`src/rtl/sync_fifo_pkg.sv`:
```
// Shared types for the synchronous FIFO read/write adapters.
package sync_fifo_pkg;

    localparam int BUF_DEPTH = 2;

    typedef logic [1:0] buf_cnt_t;

    // Encodings equal the number of words held, so the state doubles as a count.
    typedef enum logic [1:0] {
        BUF_EMPTY = 2'd0,
        BUF_ONE   = 2'd1,
        BUF_TWO   = 2'd2
    } buf_state_e;

endpackage

```
`src/rtl/stream_skid_buf2.sv`:
```
// Two-entry output buffer that turns captured FIFO words into a valid/ready stream.
// Latency: a captured word is presented on m_data one edge later when the buffer is empty.
// Backpressure: m_data/m_valid hold while m_ready=0; the caller must not capture into a full buffer.
module stream_skid_buf2
    import sync_fifo_pkg::*;
#(
    parameter int DATA_WIDTH = 8,
    parameter int BUF_DEPTH  = 2
) (
    input  logic                  clk,
    input  logic                  reset_n,
    input  logic                  capture,
    input  logic [DATA_WIDTH-1:0] capture_data,
    input  logic                  m_ready,
    output logic                  pop,
    output logic                  m_valid,
    output logic [DATA_WIDTH-1:0] m_data,
    output buf_cnt_t              buf_count
);

    generate
        if (BUF_DEPTH != sync_fifo_pkg::BUF_DEPTH) begin : g_depth_check
            $error("stream_skid_buf2 supports BUF_DEPTH == 2 only");
        end
    endgenerate

    buf_state_e            state_q, state_n;
    logic [DATA_WIDTH-1:0] head_q, head_n;
    logic [DATA_WIDTH-1:0] tail_q, tail_n;
    logic                  m_valid_q;

    assign pop       = m_valid_q & m_ready;
    assign m_valid   = m_valid_q;
    assign m_data    = head_q;
    assign buf_count = buf_cnt_t'(state_q);

    always_comb begin
        state_n = state_q;
        head_n  = head_q;
        tail_n  = tail_q;
        case (state_q)
            BUF_EMPTY: begin
                if (capture) begin
                    state_n = BUF_ONE;
                    head_n  = capture_data;
                end
            end
            BUF_ONE: begin
                if (capture && !pop) begin
                    state_n = BUF_TWO;
                    tail_n  = capture_data;
                end else if (capture && pop) begin
                    head_n  = capture_data;
                end else if (pop) begin
                    state_n = BUF_EMPTY;
                end
            end
            BUF_TWO: begin
                // The issue logic never lets a word be in flight while both entries are full.
                if (pop) begin
                    state_n = BUF_ONE;
                    head_n  = tail_q;
                end
            end
            default: begin
                state_n = BUF_EMPTY;
            end
        endcase
    end

    always_ff @(posedge clk or negedge reset_n) begin
        if (!reset_n) begin
            state_q   <= BUF_EMPTY;
            head_q    <= '0;
            tail_q    <= '0;
            m_valid_q <= 1'b0;
        end else begin
            state_q   <= state_n;
            head_q    <= head_n;
            tail_q    <= tail_n;
            m_valid_q <= (state_n != BUF_EMPTY);
        end
    end

endmodule

```
`src/rtl/sync_fifo_stream_reader.sv`:
```
// Drains the synchronous FIFO onto a valid/ready stream; optional counters under SYNC_FIFO_READER_STATS_EN.
// Latency: 2 cycles from fifo_empty falling to m_valid; 1 word/cycle sustained with m_ready high.
// Backpressure: reads are issued only while buffer space (counting the in-flight word) remains.
module sync_fifo_stream_reader
    import sync_fifo_pkg::*;
#(
    parameter int DATA_WIDTH = 8,
    parameter int BUF_DEPTH  = 2
) (
    input  logic                  clk,
    input  logic                  reset_n,
    input  logic                  fifo_empty,
    output logic                  fifo_rd,
    input  logic [DATA_WIDTH-1:0] fifo_rdata,
    output logic                  m_valid,
    input  logic                  m_ready,
    output logic [DATA_WIDTH-1:0] m_data,
    output buf_cnt_t              buf_count
`ifdef SYNC_FIFO_READER_STATS_EN
    ,
    output logic [15:0]           stall_cycles,
    output logic [15:0]           words_out
`endif
);

    logic       inflight;
    logic       pop;
    logic [2:0] occupancy;

    assign occupancy = {1'b0, buf_count} + {2'b00, inflight};

    // The read launched now lands in the buffer two edges later; a same-cycle pop frees its slot.
    assign fifo_rd = reset_n & ~fifo_empty & ((occupancy < 3'd2) | pop);

    always_ff @(posedge clk or negedge reset_n) begin
        if (!reset_n) begin
            inflight <= 1'b0;
        end else begin
            inflight <= fifo_rd;
        end
    end

    stream_skid_buf2 #(
        .DATA_WIDTH (DATA_WIDTH),
        .BUF_DEPTH  (BUF_DEPTH)
    ) u_skid (
        .clk          (clk),
        .reset_n      (reset_n),
        .capture      (inflight),
        .capture_data (fifo_rdata),
        .m_ready      (m_ready),
        .pop          (pop),
        .m_valid      (m_valid),
        .m_data       (m_data),
        .buf_count    (buf_count)
    );

`ifdef SYNC_FIFO_READER_STATS_EN
    always_ff @(posedge clk or negedge reset_n) begin
        if (!reset_n) begin
            stall_cycles <= '0;
            words_out    <= '0;
        end else begin
            if (m_valid && !m_ready && (stall_cycles != 16'hFFFF)) begin
                stall_cycles <= stall_cycles + 16'd1;
            end
            if (pop) begin
                words_out <= words_out + 16'd1;
            end
        end
    end
`endif

endmodule

```
`config.mk`:
```
export PLATFORM = sky130hd
export DESIGN_NAME = sync_fifo_stream_reader
export DESIGN_NICKNAME = d
export VERILOG_FILES = /design/src/rtl/sync_fifo_pkg.sv /design/src/rtl/stream_skid_buf2.sv /design/src/rtl/sync_fifo_stream_reader.sv
export SDC_FILE = /design/constraint.sdc
export NUM_CORES = 1
export LEC_CHECK = 0
export BUFFER_PORTS_ARGS = -buffer_cell sky130_fd_sc_hd__buf_2
export CAP_MARGIN = 20
export CORE_AREA = 2 2 45 47
export CTS_BUF_LIST = sky130_fd_sc_hd__clkbuf_4 sky130_fd_sc_hd__clkbuf_8 sky130_fd_sc_hd__clkbuf_16
export CTS_CLUSTER_SIZE = 14
export DETAILED_ROUTE_END_ITERATION = 12
export DIE_AREA = 0 0 47 49
export GPL_TIMING_DRIVEN = 0
export PLACE_DENSITY = 0.77
export SYNTH_ARGS = -nofsm -noshare
export SYNTH_HDL_FRONTEND = slang
export SYNTH_SLANG_ARGS = --single-unit
export TNS_END_PERCENT = 30
```
`constraint.sdc`:
```
create_clock -name clk -period 2.3 [get_ports clk]
set_input_delay 0.46 -clock clk [delete_from_list [all_inputs] [get_ports clk]]
set_output_delay 0.46 -clock clk [all_outputs]
set_load 0.02 [all_outputs]
```
==> summary.md <==
| Metric | Value |
|---|---|
| # port buffers | `23` |
| CTS clk-pin slew, worst paths | `approximately 110 ps` |
| Post-synth top area share | `0.544` |
| Register area share after synthesis | `0.544` |
| Post-Route WL | `1.51 mm` |
| Req. time, crit path | `1840 ps` |
| CTS buffer count | `3` |
| Antenna violations before repair | `0` |
| DPL Wire Length | `1.10 mm` |
| Synth top area cells | `dfrtp_1 54%, mux2_2 29%, a2bb2oi_4 2.9%` |
| Status | `finished, final reports clean` |
| Drt pass-1 iters | `3` |
| Crit. End Element | `primary output` |
| Max cap viols | `0` |
| Switching Fraction | `0.361` |
| Internal Dissipation | `0.000934 W` |
| WP data arrival | `1460 ps` |
| Most used cell along the critical path | `a21oi_1` |
| Initial drt markers | `7` |
| Post-Syn Area | `approximately 900 µm²` |
| First-pass GRT wire length | `2.64 mm` |
| Inserted Diodes | `0` |
| Die area | `2300 µm²` |
| Grt ovf | `0` |
| Gpl congestion | `0.668` |
| Fin crit share | `0.833` |
| CTS tree | `yes` |
| Combinational fraction of design power | `0.435` |
| Flop2flop setup slack | `600 ps` |
| Crit path time final | `between 1500 and 2000 ps` |
| Avg WL per Cell | `roughly 13 µm` |
| Fmax | `522 MHz` |
| RSZ-0062 raised after global routing | `false` |
| Cts repair resizes | `0` |
| Vias | `between 500 and 600` |
| Post-Synthesis Cells | `64` |
| GRT Total Usage | `0.161` |
| Clock Path Buffers | `2` |
| Largest net degree at the start of global routing | `22` |
| Hold-fix buffers, CTS | `0` |
| Final Util | `0.600` |
| H-tree levels | `1` |
| Initial Utilization | `0.499` |
| Crit path buffers/inverters | `1` |
| Top Family by Delay on Critical Path | `flip-flops` |
| Clock power share | `0.140` |
| Final hold viol count | `0` |
| Share of post-route cells with drive strength above 1 | `0.626` |
| Crit-path max FO | `8` |
| Biggest area consumer among synthesized cells | `dfrtp_1` |
| Slew Limit Fails | `0` |
| # rows | `16` |
| Most frequent cells in the layout | `24 x mux2_2, 23 x buf_2, 20 x dfrtp_1, 4 x nand2_1` |
| PD cells | `around 1300 nW/µm²` |
| Die Y | `49 µm` |
| Clk Tree Root Cell | `clkbuf_4` |
| Final #Nets | `104` |
| CP max stage delay | `490 ps` |
| Pre-CTS setup slack | `roughly 460 ps` |
| Mean Syn Cell Area | `14.4 µm²` |
| Boundary pin count | `24` |
| DRC errors left | `0` |
| Clock Latency Late Sink | `300 ps` |
| Yosys warns | `0` |
| Routed Antenna Nets | `0` |
| Leakage | `roughly 0.5 nW` |
| Kind of critical path | `reg2out` |
| Vias in the first global route | `602` |
| Share of power burned in registers | `0.424` |
| Core Box Area | `1840 µm²` |
| PnR worst setup slack | `383 ps` |
| Total Power | `between 0.001 and 0.0015 W` |
| Post-CTS Setup Inserts | `0` |
| P_sw | `between 0.0005 and 0.0006 W` |
| Area grow syn2layout | `20.1%` |
| Synth unique cells | `17` |
| Slew margin rel. | `0.700` |
| Post-synth net total | `76` |
| #FFs+latches synth | `20` |
| # clock sinks | `20` |
| Peak VDD IR | `about 800 µV` |
| Final Skew | `5.46 ps` |
| Vias per Instance | `4.94` |
| Setup violators final | `0` |
| Worst-Margin Slew | `approximately 450 ps` |
| Hold Path Class | `in2async` |
| Critical path launch point type | `flip-flop` |
| Setup TNS | `0 ps` |
| Die W | `47 µm` |
| Sequence of cells on the critical path | `a21oi_1 -> a21oi_1 -> nor3b_1 -> buf_2` |
| CP max-delay cell | `dfrtp_1` |
| Commonest non-fill, non-tap cell in the layout | `mux2_2` |
area by class of cell:
class                      count  area [µm²]
inverter                       1        3.75
multi-input combinational     42         404
sequential                    20         500
clock buffer                   4        36.3
buffer                         1        11.3
tap                           27        33.8
fill                         169         737
timing repair buffer          23         115
kinds of logic (layout without fill, tap and decap cells):
| kind of cell | Yosys count | count (layout) | share of synthesized area |
|---|---|---|---|
| compound gates | 7 | 7 | 0.0653 |
| simple gates | 10 | 10 | 0.0707 |
| mux | 24 | 24 | 0.294 |
| xor+xnor | 1 | 1 | 0.00953 |
| flops | 20 | 20 | 0.544 |
| buf+inv | 2 | 29 | 0.0163 |
per-layer routing:
metal | routed length [µm] | GRT usage | vias up
met5 | 0 | 0 | -
li1 | - | - | 280
met3 | 36 | 0.0222 | 4
met2 | 810 | 0.260 | 9
met4 | 34 | 0.0833 | 0
met1 | 627 | 0.202 | 290
flip-flops by register name, indices dropped and copies added, names as in the netlist:
register,cells
u_skid.m_valid,1
u_skid.tail_q,8
u_skid.buf_count,2
inflight,1
u_skid.m_data,8
worst paths after layout:
check                                    start               end  depth (start not counted)
setup / recovery           u_skid.buf_count[0]           fifo_rd                          4
hold / removal                         reset_n  u_skid.tail_q[3]                          1
setup reg to reg           u_skid.buf_count[1]  u_skid.m_data[1]                          5
hold reg to reg               u_skid.m_data[0]  u_skid.m_data[0]                          1
max in group asynchronous              reset_n  u_skid.m_data[2]                          1
min in group clk                    fifo_empty          inflight                          2
cell usage after synthesis:
| cell | n |
|---|---|
| mux2_2 | 24 |
| nor2b_2 | 1 |
| dfrtp_1 | 20 |
| nor2_1 | 1 |
| a2bb2oi_4 | 1 |
| xor2_1 | 1 |
| o21ai_0 | 1 |
| nor3b_1 | 1 |
| nor2_4 | 1 |
| o21a_1 | 1 |
| nand3_2 | 1 |
| nand2_1 | 4 |
| buf_6 | 1 |
| o22ai_1 | 1 |
| inv_1 | 1 |
| and2b_2 | 1 |
| a21oi_1 | 3 |
metrics by stage:
stage / hold WS [ps] / std cells / area (µm²)
4_1_cts: 93.0 / 118 / 1100
2_1_floorplan: 164 / 64 / 920
3_5_place_dp: 434 / 114 / 1070
6_report: 86.9 / 118 / 1100
3_3_place_gp: 429 / 114 / 1070
5_1_grt: 109 / 118 / 1100
power groups by stage:
stage               Combinational, W  Sequential (W)  Clock, W
finish                      0.000636        0.000620  0.000205
detailed placement          0.000647        0.000629         0
floorplan                   0.000359        0.000733         0
global route                0.000690        0.000646  0.000230
global placement            0.000633        0.000617         0
CTS                         0.000647        0.000620  0.000214
worst reg2reg max path: cells and delay by family, from the launching register on:
kind / cells / cell delay (ps)
muxes: 1 / 370
and+or+nand+nor: 2 / 310
DFF: 1 / 470
buffers and inverters: 1 / 150
AOI/OAI and AO/OA: 1 / 290
Power figures use the tool's default switching activity.
